<file path="src/rtl/tdc_evfifo_pkg.sv">
// tdc_evfifo_pkg: shared constants and types for the TDC event FIFO.
//   - CSR register offsets (csr_a[9:0])
//   - CTRL / STAT / HEAD_META bit positions
//   - queue entry layout {polarity, channel, timestamp} and DROPPED width
package tdc_evfifo_pkg;

  localparam logic [9:0] ADDR_CTRL      = 10'd0;
  localparam logic [9:0] ADDR_STAT      = 10'd1;
  localparam logic [9:0] ADDR_THRESH    = 10'd2;
  localparam logic [9:0] ADDR_HEAD_META = 10'd3;
  localparam logic [9:0] ADDR_HEAD_TS   = 10'd4;
  localparam logic [9:0] ADDR_POP       = 10'd5;
  localparam logic [9:0] ADDR_DROPPED   = 10'd6;

  localparam int CTRL_ENABLE_BIT = 0;
  localparam int CTRL_IRQEN_BIT  = 1;
  localparam int CTRL_CLEAR_BIT  = 2;
  localparam int CTRL_MASK_LSB   = 8;

  localparam int STAT_EMPTY_BIT  = 16;
  localparam int STAT_FULL_BIT   = 17;
  localparam int STAT_OVF_BIT    = 18;

  localparam int META_POL_BIT    = 3;
  localparam int META_VALID_BIT  = 31;

  localparam int ENTRY_W   = 36;
  localparam int DROPCNT_W = 16;

  typedef struct packed {
    logic        polarity;
    logic [2:0]  channel;
    logic [31:0] ts;
  } entry_t;

endpackage

</file>
<file path="src/rtl/tdc_evfifo_mem.sv">
// tdc_evfifo_mem: synchronous FIFO storage for TDC event entries.
// Ports:
//   clk, rst     clock and synchronous active-high reset
//   clr          drops all entries (pointers and level to 0)
//   push, wdata  write request and entry; taken when not full, or when a
//                pop happens in the same cycle
//   pop          remove head; ignored when empty
//   head         combinational view of the oldest entry
//   level        number of stored entries (0 .. 2**depth_log2)
//   full, empty  level status
module tdc_evfifo_mem
  import tdc_evfifo_pkg::*;
#(
  parameter int depth_log2 = 5
) (
  input  logic                clk,
  input  logic                rst,
  input  logic                clr,
  input  logic                push,
  input  logic                pop,
  input  entry_t              wdata,
  output entry_t              head,
  output logic [depth_log2:0] level,
  output logic                full,
  output logic                empty
);

  localparam int DEPTH = 1 << depth_log2;
  localparam logic [depth_log2-1:0] PTR_ONE = {{(depth_log2-1){1'b0}}, 1'b1};
  localparam logic [depth_log2:0]   LVL_ONE = {{depth_log2{1'b0}}, 1'b1};

  entry_t                  mem_q [DEPTH];
  logic [depth_log2-1:0]   wr_ptr_q, wr_ptr_d;
  logic [depth_log2-1:0]   rd_ptr_q, rd_ptr_d;
  logic [depth_log2:0]     level_q, level_d;
  logic                    push_eff, pop_eff;

  assign empty = (level_q == '0);
  // level never exceeds DEPTH, so its MSB alone marks full
  assign full  = level_q[depth_log2];
  assign level = level_q;
  assign head  = mem_q[rd_ptr_q];

  always_comb begin
    pop_eff  = pop & ~empty & ~clr;
    // when full, a simultaneous pop frees the slot the push lands in
    push_eff = push & ~clr & (~full | pop_eff);
    wr_ptr_d = wr_ptr_q;
    rd_ptr_d = rd_ptr_q;
    level_d  = level_q;
    if (clr) begin
      wr_ptr_d = '0;
      rd_ptr_d = '0;
      level_d  = '0;
    end else begin
      if (push_eff) wr_ptr_d = wr_ptr_q + PTR_ONE;
      if (pop_eff)  rd_ptr_d = rd_ptr_q + PTR_ONE;
      if (push_eff && !pop_eff)      level_d = level_q + LVL_ONE;
      else if (pop_eff && !push_eff) level_d = level_q - LVL_ONE;
    end
  end

  always_ff @(posedge clk) begin
    if (push_eff) mem_q[wr_ptr_q] <= wdata;
  end

  always_ff @(posedge clk) begin
    if (rst) begin
      wr_ptr_q <= '0;
      rd_ptr_q <= '0;
      level_q  <= '0;
    end else begin
      wr_ptr_q <= wr_ptr_d;
      rd_ptr_q <= rd_ptr_d;
      level_q  <= level_d;
    end
  end

endmodule

</file>
<file path="src/rtl/tdc_evfifo.sv">
// tdc_evfifo: CSR-bus event FIFO between the TDC core and the CPU.
// Ports:
//   sys_clk, sys_rst   clock, synchronous active-high reset
//   csr_a/we/di/do     CSR bus; block page is csr_a[13:10] == csr_addr,
//                      csr_do registered and 0 when the page is not selected
//   irq                registered level interrupt
//   ev_stb/channel/polarity/ts  event input from the TDC core
// Build option: define TDC_EVFIFO_DROPCNT_EN to implement the DROPPED
// counter; otherwise DROPPED reads 0 and writes to it are ignored.
module tdc_evfifo
  import tdc_evfifo_pkg::*;
#(
  parameter logic [3:0] csr_addr   = 4'h2,
  parameter int         depth_log2 = 5,
  parameter int         nchannels  = 5
) (
  input  logic        sys_clk,
  input  logic        sys_rst,
  input  logic [13:0] csr_a,
  input  logic        csr_we,
  input  logic [31:0] csr_di,
  output logic [31:0] csr_do,
  output logic        irq,
  input  logic        ev_stb,
  input  logic [2:0]  ev_channel,
  input  logic        ev_polarity,
  input  logic [31:0] ev_ts
);

  localparam logic [depth_log2:0] THR_ONE = {{depth_log2{1'b0}}, 1'b1};

  logic                  enable_q, enable_d;
  logic                  irq_en_q, irq_en_d;
  logic [nchannels-1:0]  mask_q, mask_d;
  logic [depth_log2:0]   thresh_q, thresh_d;
  logic                  overflow_q, overflow_d;
  logic [31:0]           csr_do_q, csr_do_d;
  logic                  irq_q, irq_d;

  logic                  sel, wr, clear, pop_eff, ev_hit, drop, push;
  logic [9:0]            reg_a;
  logic [7:0]            mask8;
  logic [depth_log2:0]   thr_eff;
  logic [DROPCNT_W-1:0]  dropped_rd;
  entry_t                head, wdata;
  logic [depth_log2:0]   level;
  logic                  full, empty;
  logic                  unused_csr_di;

  assign unused_csr_di = ^csr_di;
  assign wdata = '{polarity: ev_polarity, channel: ev_channel, ts: ev_ts};

  tdc_evfifo_mem #(.depth_log2(depth_log2)) u_mem (
    .clk   (sys_clk),
    .rst   (sys_rst),
    .clr   (clear),
    .push  (push),
    .pop   (pop_eff),
    .wdata (wdata),
    .head  (head),
    .level (level),
    .full  (full),
    .empty (empty)
  );

  always_comb begin
    sel   = (csr_a[13:10] == csr_addr);
    reg_a = csr_a[9:0];
    wr    = sel & csr_we;
    clear = wr && (reg_a == ADDR_CTRL) && csr_di[CTRL_CLEAR_BIT];
    pop_eff = wr && (reg_a == ADDR_POP) && !empty;

    // channels at or above nchannels fall on zero mask bits
    mask8 = '0;
    mask8[nchannels-1:0] = mask_q;
    ev_hit = ev_stb & enable_q & mask8[ev_channel] & ~clear;
    drop   = ev_hit & full & ~pop_eff;
    push   = ev_hit & ~drop;

    enable_d   = enable_q;
    irq_en_d   = irq_en_q;
    mask_d     = mask_q;
    thresh_d   = thresh_q;
    overflow_d = overflow_q;
    if (wr && reg_a == ADDR_CTRL) begin
      enable_d = csr_di[CTRL_ENABLE_BIT];
      irq_en_d = csr_di[CTRL_IRQEN_BIT];
      mask_d   = csr_di[CTRL_MASK_LSB +: nchannels];
    end
    if (wr && reg_a == ADDR_THRESH) thresh_d = csr_di[depth_log2:0];
    if (wr && reg_a == ADDR_STAT && csr_di[STAT_OVF_BIT]) overflow_d = 1'b0;
    // a drop in the same cycle as the clear write keeps the flag set
    if (drop) overflow_d = 1'b1;

    thr_eff = (thresh_q == '0) ? THR_ONE : thresh_q;
    irq_d   = irq_en_q & ((level >= thr_eff) | overflow_q);

    csr_do_d = '0;
    if (sel) begin
      case (reg_a)
        ADDR_CTRL: begin
          csr_do_d[CTRL_ENABLE_BIT] = enable_q;
          csr_do_d[CTRL_IRQEN_BIT]  = irq_en_q;
          csr_do_d[CTRL_MASK_LSB +: nchannels] = mask_q;
        end
        ADDR_STAT: begin
          csr_do_d[depth_log2:0]   = level;
          csr_do_d[STAT_EMPTY_BIT] = empty;
          csr_do_d[STAT_FULL_BIT]  = full;
          csr_do_d[STAT_OVF_BIT]   = overflow_q;
        end
        ADDR_THRESH: csr_do_d[depth_log2:0] = thresh_q;
        ADDR_HEAD_META: begin
          csr_do_d[META_VALID_BIT] = ~empty;
          if (!empty) begin
            csr_do_d[2:0]          = head.channel;
            csr_do_d[META_POL_BIT] = head.polarity;
          end
        end
        ADDR_HEAD_TS: if (!empty) csr_do_d = head.ts;
        ADDR_DROPPED: csr_do_d[DROPCNT_W-1:0] = dropped_rd;
        default: csr_do_d = '0;
      endcase
    end
  end

  always_ff @(posedge sys_clk) begin
    if (sys_rst) begin
      enable_q   <= 1'b0;
      irq_en_q   <= 1'b0;
      mask_q     <= '1;
      thresh_q   <= THR_ONE;
      overflow_q <= 1'b0;
      csr_do_q   <= '0;
      irq_q      <= 1'b0;
    end else begin
      enable_q   <= enable_d;
      irq_en_q   <= irq_en_d;
      mask_q     <= mask_d;
      thresh_q   <= thresh_d;
      overflow_q <= overflow_d;
      csr_do_q   <= csr_do_d;
      irq_q      <= irq_d;
    end
  end

`ifdef TDC_EVFIFO_DROPCNT_EN
  logic [DROPCNT_W-1:0] dropped_q, dropped_d;

  always_comb begin
    dropped_d = dropped_q;
    // a write clears the counter even if an event is dropped that cycle
    if (wr && reg_a == ADDR_DROPPED)        dropped_d = '0;
    else if (drop && dropped_q != '1)       dropped_d = dropped_q + 16'd1;
  end

  always_ff @(posedge sys_clk) begin
    if (sys_rst) dropped_q <= '0;
    else         dropped_q <= dropped_d;
  end

  assign dropped_rd = dropped_q;
`else
  assign dropped_rd = '0;
`endif

  assign csr_do = csr_do_q;
  assign irq    = irq_q;

endmodule

</file>
<file path="config.mk">
export PLATFORM = sky130hd
export DESIGN_NAME = tdc_evfifo
export DESIGN_NICKNAME = d
export VERILOG_FILES = /design/src/rtl/tdc_evfifo_pkg.sv /design/src/rtl/tdc_evfifo_mem.sv /design/src/rtl/tdc_evfifo.sv
export SDC_FILE = /design/constraint.sdc
export NUM_CORES = 1
export LEC_CHECK = 0
export CAP_MARGIN = 20
export CORE_ASPECT_RATIO = 1.75
export CORE_MARGIN = 1.5
export CORE_UTILIZATION = 48
export DETAILED_ROUTE_END_ITERATION = 12
export PLACE_DENSITY = 0.72
export SYNTH_ARGS = -nofsm -noshare
export SYNTH_HDL_FRONTEND = slang
export SYNTH_SLANG_ARGS = --single-unit
</file>
<file path="constraint.sdc">
create_clock -name sys_clk -period 11.4 [get_ports sys_clk]
set_clock_uncertainty 0.2 [all_clocks]
set_input_delay 2.28 -clock sys_clk [delete_from_list [all_inputs] [get_ports sys_clk]]
set_output_delay 2.28 -clock sys_clk [all_outputs]
set_load 0.01 [all_outputs]
</file>
==> impl_metrics.env, run 1 <==
export IMPL_portBuffers=98
export IMPL_vdd_drop_max_uv=108
export IMPL_cts_buffer_depth=3
export IMPL_die_y_um=415
export IMPL_synthArstFlopShare_pct=0
export IMPL_dp_hpwl_mm=56.9
export IMPL_cp_start_kind="input pin"
export IMPL_timing_final_crit_period_ns=6.96
export IMPL_worstReg2RegStart="mask_q[4]$_SDFFE_PP1N_"
export IMPL_fin_nets=2305
export IMPL_yosys_warnings=0
export IMPL_drt_iter0_drc=2578
export IMPL_met1_usage_pct=26.5
export IMPL_drive_gt1_share_pct=26.6
export IMPL_synth_edf_count=1152
export IMPL_initial_core_util_pct=48.3
export IMPL_dieArea_mm2=0.0991
export IMPL_path_clk_slew_ns=0.07
export IMPL_outcome="complete, no violations"
export IMPL_wl_mm=108
export IMPL_clock_sinks=1220
export IMPL_numCtsBuffers=100
export IMPL_setup_violations=0
export IMPL_routed_via_density=6.07
export IMPL_cts_resized=0
export IMPL_overflow=0
export IMPL_gp_congestion=0.842
export IMPL_worst_pin_slew_ns=1.17
export IMPL_post_cts_buffers=0
export IMPL_grt_pass1_wl_mm=156
export IMPL_hold_viol=0
export IMPL_r2r_setup_slack_ns=7.02
export IMPL_rsz0062_at_grt="false"
export IMPL_grt_pass1_vias=22800
export IMPL_dp_cells=3394
export IMPL_ys_seq_area_share_pct=77.1
export IMPL_crit_required_ns=11.54
export IMPL_antenna_found_initial=3
export IMPL_p_per_area_mw_per_mm2=160
export IMPL_drt_pre_antenna_iters=7
export IMPL_cts_tree="built"
export IMPL_r2r_end="u_mem.mem_q[15][13]$_DFFE_PP_"
export IMPL_cp_end_kind="flop"
export IMPL_die_x_um=239
export IMPL_finalMaxSlewViolations=0
export IMPL_arrival_ns=7.09
export IMPL_ys_flop_type="edfxtp_1"
export IMPL_use_met2_pct=39.8
export IMPL_synthTopCellsByArea="edfxtp_1 (74%), mux4_2 (17%), dfxtp_1 (2.9%), mux2i_1 (1.2%), nor2_1 (0.70%)"
export IMPL_ctsHoldBuffers=0
export IMPL_period_share_pct=61.0
export IMPL_grt_max_degree=115
export IMPL_syn_nets=2152
export IMPL_cp_max_fo=34
export IMPL_synth_seq_cells=1220
export IMPL_fmax_mhz=144
export IMPL_fp_row_count=151
export IMPL_clk_latency_ns=0.72
export IMPL_p_leak_uw=0.0158
export IMPL_slew_headroom_pct=21.8
export IMPL_area_delta_synth_final_pct=13.4
export IMPL_final_cells=3589
export IMPL_syn_cell_area_mm2=0.0467
export IMPL_netlist_instances=2049
export IMPL_fin_tns_setup_ns=0
export IMPL_detail_route_antenna_nets=0
export IMPL_cap_violations=0
export IMPL_busiest_layer="met2"
export IMPL_yosysUniqueCellTypes=57
export IMPL_critPathKind="input pin to flop"
export IMPL_met3_usage_pct=4.14
export IMPL_rr_worst_depth=6
export IMPL_endpoint="u_mem.mem_q[15][13]$_DFFE_PP_"
export IMPL_fp_coreArea_mm2=0.0965
export IMPL_ctsHtreeMaxLevel=3
export IMPL_root_buffer="clkbuf_16"
export IMPL_vias=21800
export IMPL_synth_top_area_share_pct=74.1
export IMPL_fillCellCount=6994
export IMPL_hold_path_class="flop to flop"
export IMPL_drc_errors=0
export IMPL_ios=119
export IMPL_avgSynthCellArea_um2=22.8
export IMPL_critPathLaunch="ev_channel[0]"
export IMPL_grt_util_all_layers_pct=22.1
export IMPL_wl_per_cell_um=30.0
export IMPL_yosysTopAreaCell="edfxtp_1"
-- synth_stat cells, drive strengths merged, types with 3 or more instances --
library cell,n
a211oi,3
a21o,4
a21oi,16
a22oi,7
a311oi,3
a31oi,5
and2,5
and3,3
buf,61
clkbuf,41
dfxtp,68
edfxtp,1152
ha,16
inv,15
mux2i,54
mux4,348
nand2,58
nand2b,3
nand3,16
nand4,3
nor2,87
nor2b,6
nor3,9
nor4,4
o21ai,12
o22ai,6
or3,5
or4,3
xnor2,5
xor2,8
-- registers in the layout, indices dropped and copies added (netlist names), named ones only --
signal	count
u_mem.wr_ptr_q	5
u_mem.level	6
thresh_q	6
mask_q	5
csr_do	32
u_mem.mem_q	1152
overflow_q	1
irq_en_q	1
irq	1
u_mem.rd_ptr_q	5
enable_q	1
-- metal layers --
metal  up-vias  wire (um)
li1       8925          -
met2       935      58700
met3       203       6970
met4         4       3510
met1     11700      38700
met5         -         29
-- placed cells by master, fill, tap and decap left out, types with 4 or more instances in the layout --
cell type | Yosys | final
clkbuf_16 | 0 | 101
mux4_2 | 348 | 348
ha_1 | 16 | 16
clkbuf_1 | 41 | 11
nand3_1 | 16 | 15
nor2_1 | 87 | 55
edfxtp_1 | 1152 | 1152
dfxtp_4 | 0 | 4
clkinv_4 | 0 | 4
clkinv_1 | 0 | 23
nor2_4 | 0 | 32
clkinv_16 | 0 | 4
buf_4 | 7 | 48
a21o_1 | 4 | 4
and2_1 | 5 | 5
a31oi_1 | 5 | 5
nor3_1 | 7 | 7
dfxtp_1 | 68 | 64
mux2i_1 | 54 | 54
o22ai_1 | 6 | 6
bufinv_16 | 0 | 11
xor2_1 | 8 | 8
clkinv_2 | 0 | 25
a22oi_1 | 7 | 7
buf_16 | 0 | 4
nor2b_1 | 6 | 6
o21ai_0 | 12 | 12
or3_1 | 5 | 5
xnor2_1 | 5 | 5
nand2_1 | 55 | 55
inv_1 | 14 | 13
clkdlybuf4s50_1 | 0 | 98
a21oi_1 | 16 | 16
-- cells by family (layout without fill, tap and decap cells) --
group	count (synthesis)	count (layout)	synth area share, %
flops	1220	1220	77.1
simple gates	210	210	2.10
xor+xnor	13	13	0.244
other cells	0	1	0
mux	402	402	18.0
fa+ha+maj	17	17	0.472
buf+inv	117	356	1.15
compound gates	70	70	1.01
-- worst min-delay path by stage --
stage | start | to | slack [ns] | cells after the start
3_3_place_gp | overflow_q$_SDFFE_PP0P_ | overflow_q$_SDFFE_PP0P_ | 0.29 | 2
6_report | overflow_q$_SDFFE_PP0P_ | overflow_q$_SDFFE_PP0P_ | 0.31 | 2
4_1_cts | overflow_q$_SDFFE_PP0P_ | overflow_q$_SDFFE_PP0P_ | 0.31 | 2
3_5_place_dp | mask_q[3]$_SDFFE_PP1N_ | csr_do[11]$_SDFF_PP0_ | 0.29 | 2
2_1_floorplan | mask_q[4]$_SDFFE_PP1N_ | csr_do[12]$_SDFF_PP0_ | 0.24 | 2
5_1_grt | overflow_q$_SDFFE_PP0P_ | overflow_q$_SDFFE_PP0P_ | 0.34 | 2
-- per-stage QoR --
stage / power [uW] / cell area [um^2] / hold slack (ns) / setup WS (ns) / utilization [%]
after detailed placement: 5080 / 49400 / 0.286 / 3.82 / 51.2
after global placement: 5070 / 49400 / 0.287 / 4.05 / 51.2
after floorplan: 5000 / 46700 / 0.238 / 5.50 / -
final: 8470 / 52900 / 0.315 / 4.44 / 54.8
after CTS: 8510 / 52800 / 0.311 / 4.58 / 54.7
after global routing: 8680 / 52900 / 0.340 / 4.37 / 54.8
-- layout make-up --
type / count / area [um^2] / share of cell area (%)
clock buffer: 111 / 2540 / 4.81
antenna: 1 / 2.50 / 0.00473
tap: 1300 / 1630 / 3.07
clock inverter: 77 / 798 / 1.51
timing repair buffer: 153 / 1510 / 2.86
multi-input combinational: 712 / 10400 / 19.7
inverter: 15 / 58.8 / 0.111
sequential: 1220 / 36000 / 68.0
-- power breakdown --
part           switching [uW]  leakage, uW  internal (uW)
registers             0.00239       0.0109           4890
clock network            1600      0.00163           1890
logic                    64.9      0.00330           25.9
-- critical path, stage by stage --
cell	delay [ns]
clkdlybuf4s50_1	1.24
mux4_2	0.38
mux2i_1	0.13
a311oi_1	0.61
nand3_1	0.85
nor2_4	0.98
buf_4	0.54
Note: power is estimated with default switching activity, not from simulation.
==> run 2, diff against run 1 <==
==> constraint.sdc (replaced) <==
create_clock -name sys_clk -period 6.7 [get_ports sys_clk]
set_clock_uncertainty 0.2 [all_clocks]
set_input_delay 1.34 -clock sys_clk [delete_from_list [all_inputs] [get_ports sys_clk]]
set_output_delay 1.34 -clock sys_clk [all_outputs]
set_load 0.01 [all_outputs]
==> run 2 against run 1 <==
Net effect: power rose by 76%; sequential share of layout area fell by 0.87 points; die area did not move; sequential power rose by 70%; global-route usage rose by 0.27 points; wire length rose by 1.5%; design area rose by 1.3%; non-clock buffer count rose by 15; count of clock-buffer cells in the layout rose by 16; hold slack got worse by 0.0091 ns.
==> impl_metrics.env, run 2 (synthesis results as in run 1) <==
export IMPL_outcome="complete, no violations"
export IMPL_hold_viol=0
export IMPL_wl_mm=109
export IMPL_setup_violations=0
export IMPL_slew_headroom_pct=21.8
export IMPL_ff_latch_area_mm2=0.0360
export IMPL_timing_final_crit_period_ns=5.05
export IMPL_worst_slack_ns=1.65
export IMPL_post_cts_buffers=0
export IMPL_fmax_mhz=198
export IMPL_drive_gt1_share_pct=27.7
export IMPL_clock_sinks=1220
export IMPL_grt_pass1_vias=23100
export IMPL_antenna_found_initial=3
export IMPL_mostFrequentLayoutCells="edfxtp_1 (1152), mux4_2 (348), clkbuf_16 (104), clkdlybuf4s50_1 (98), dfxtp_1 (64)"
export IMPL_fin_nets=2319
export IMPL_vias=21900
export IMPL_wl_per_cell_um=30.4
export IMPL_area_delta_synth_final_pct=14.9
export IMPL_cts_tree="built"
export IMPL_overflow=0
export IMPL_cp_max_fo=18
export IMPL_cp_start_kind="input pin"
export IMPL_fillCellCount=6850
export IMPL_die_y_um=415
export IMPL_die_x_um=239
export IMPL_routed_via_density=6.08
export IMPL_place_area_mm2=0.0498
export IMPL_detail_route_antenna_nets=0
export IMPL_p_leak_uw=0.0161
export IMPL_cp_end_kind="flop"
export IMPL_ctsHtreeMaxLevel=3
export IMPL_gp_congestion=0.859
export IMPL_grt_util_all_layers_pct=22.4
export IMPL_path_clk_slew_ns=0.07
export IMPL_cts_buffer_depth=3
export IMPL_max_flop_register="u_mem.mem_q"
export IMPL_largest_reg_flops=1152
export IMPL_multi_input_area_mm2=0.0104
export IMPL_clk_latency_ns=0.71
export IMPL_critPathKind="input pin to flop"
export IMPL_vdd_drop_max_uv=184
export IMPL_ios=119
export IMPL_drt_pre_antenna_iters=5
export IMPL_grt_max_degree=84
export IMPL_cts_resized=0
export IMPL_final_common_cell="edfxtp_1"
export IMPL_cap_violations=0
export IMPL_worst_pin_slew_ns=1.17
export IMPL_rsz0062_at_grt="false"
export IMPL_drc_errors=0
export IMPL_drt_iter0_drc=2427
export IMPL_ctsHoldBuffers=0
export IMPL_finalMaxSlewViolations=0
export IMPL_crit_required_ns=6.88
export IMPL_final_cell_area_mm2=0.0536
export IMPL_initial_core_util_pct=48.3
export IMPL_fin_tns_setup_ns=0
export IMPL_p_per_area_mw_per_mm2=278
export IMPL_root_buffer="clkbuf_16"
export IMPL_numCtsBuffers=99
export IMPL_hold_path_class="flop to flop"
export IMPL_fp_coreArea_mm2=0.0965
export IMPL_dp_hpwl_mm=59.4
export IMPL_arrival_ns=5.23
export IMPL_dp_slack_ns=0.912
export IMPL_grt_pass1_wl_mm=158
export IMPL_period_share_pct=75.4
export IMPL_dieArea_mm2=0.0991
export IMPL_portBuffers=98
export IMPL_fp_row_count=151
run 2: cell count changes in the layout (fill, tap and decap cells not counted), moves of 4 or more:
cell,delta
buf_12,+22
clkinv_16,-4
bufinv_16,+9
buf_4,-7
clkinvlp_4,+5
clkinv_1,-19
clkbuf_8,+10
clkinv_2,-12
run 2: worst paths after layout:
kind                                    start                            end  slack [ns]  cells after the start
setup / recovery                     csr_a[8]  u_mem.mem_q[23][11]$_DFFE_PP_        1.65                      7
setup reg to reg  u_mem.level[1]$_SDFFE_PP0P_    u_mem.level[5]$_SDFFE_PP0P_        2.76                     13
hold reg to reg        mask_q[3]$_SDFFE_PP1N_          csr_do[11]$_SDFF_PP0_        0.31                      2
hold / removal         mask_q[3]$_SDFFE_PP1N_          csr_do[11]$_SDFF_PP0_        0.31                      2
run 2: stage by stage:
stage               utilization (%)  instances  power [uW]  hold WS (ns)
floorplan                         -       2049        8510         0.238
global placement               51.6       3409        8630         0.291
detailed placement             51.6       3409        8640         0.299
CTS                            55.4       3595       15000         0.310
global route                   55.5       3602       15200         0.339
finish                         55.5       3603       14900         0.306
run 2: critical path, cell delays in order:
cell and delay, ns:
clkdlybuf4s50_1 0.43, nor4_2 0.48, nand3_1 0.30, o41ai_2 0.47, nand3_1 0.70, nor2_4 1.08, buf_4 0.38
run 2: report_power, final:
group | internal (uW) | switching [uW] | total (uW)
combinational | 45.6 | 113 | 159
sequential | 8330 | 0.00416 | 8330
clock | 3720 | 2690 | 6410
total | 12100 | 2810 | 14900
run 2: cell type report:
cell class              count  share of cell area [%]
diodes                      2                 0.00934
well taps                1300                    3.03
inverters                  15                   0.110
repair buffers            168                    3.52
clock inverters            59                    1.64
clock buffers             127                    5.16
flip-flops and latches   1220                    67.1
multi-input cells         712                    19.4
run 2: routing by layer:
layer	part of all wire, %	vias to the layer above	global-route usage [%]
met5	0.010	-	0
met4	3.0	2	7.94
met3	6.7	195	3.67
met2	55	1005	40.6
met1	35	11800	26.7
li1	-	8962	-
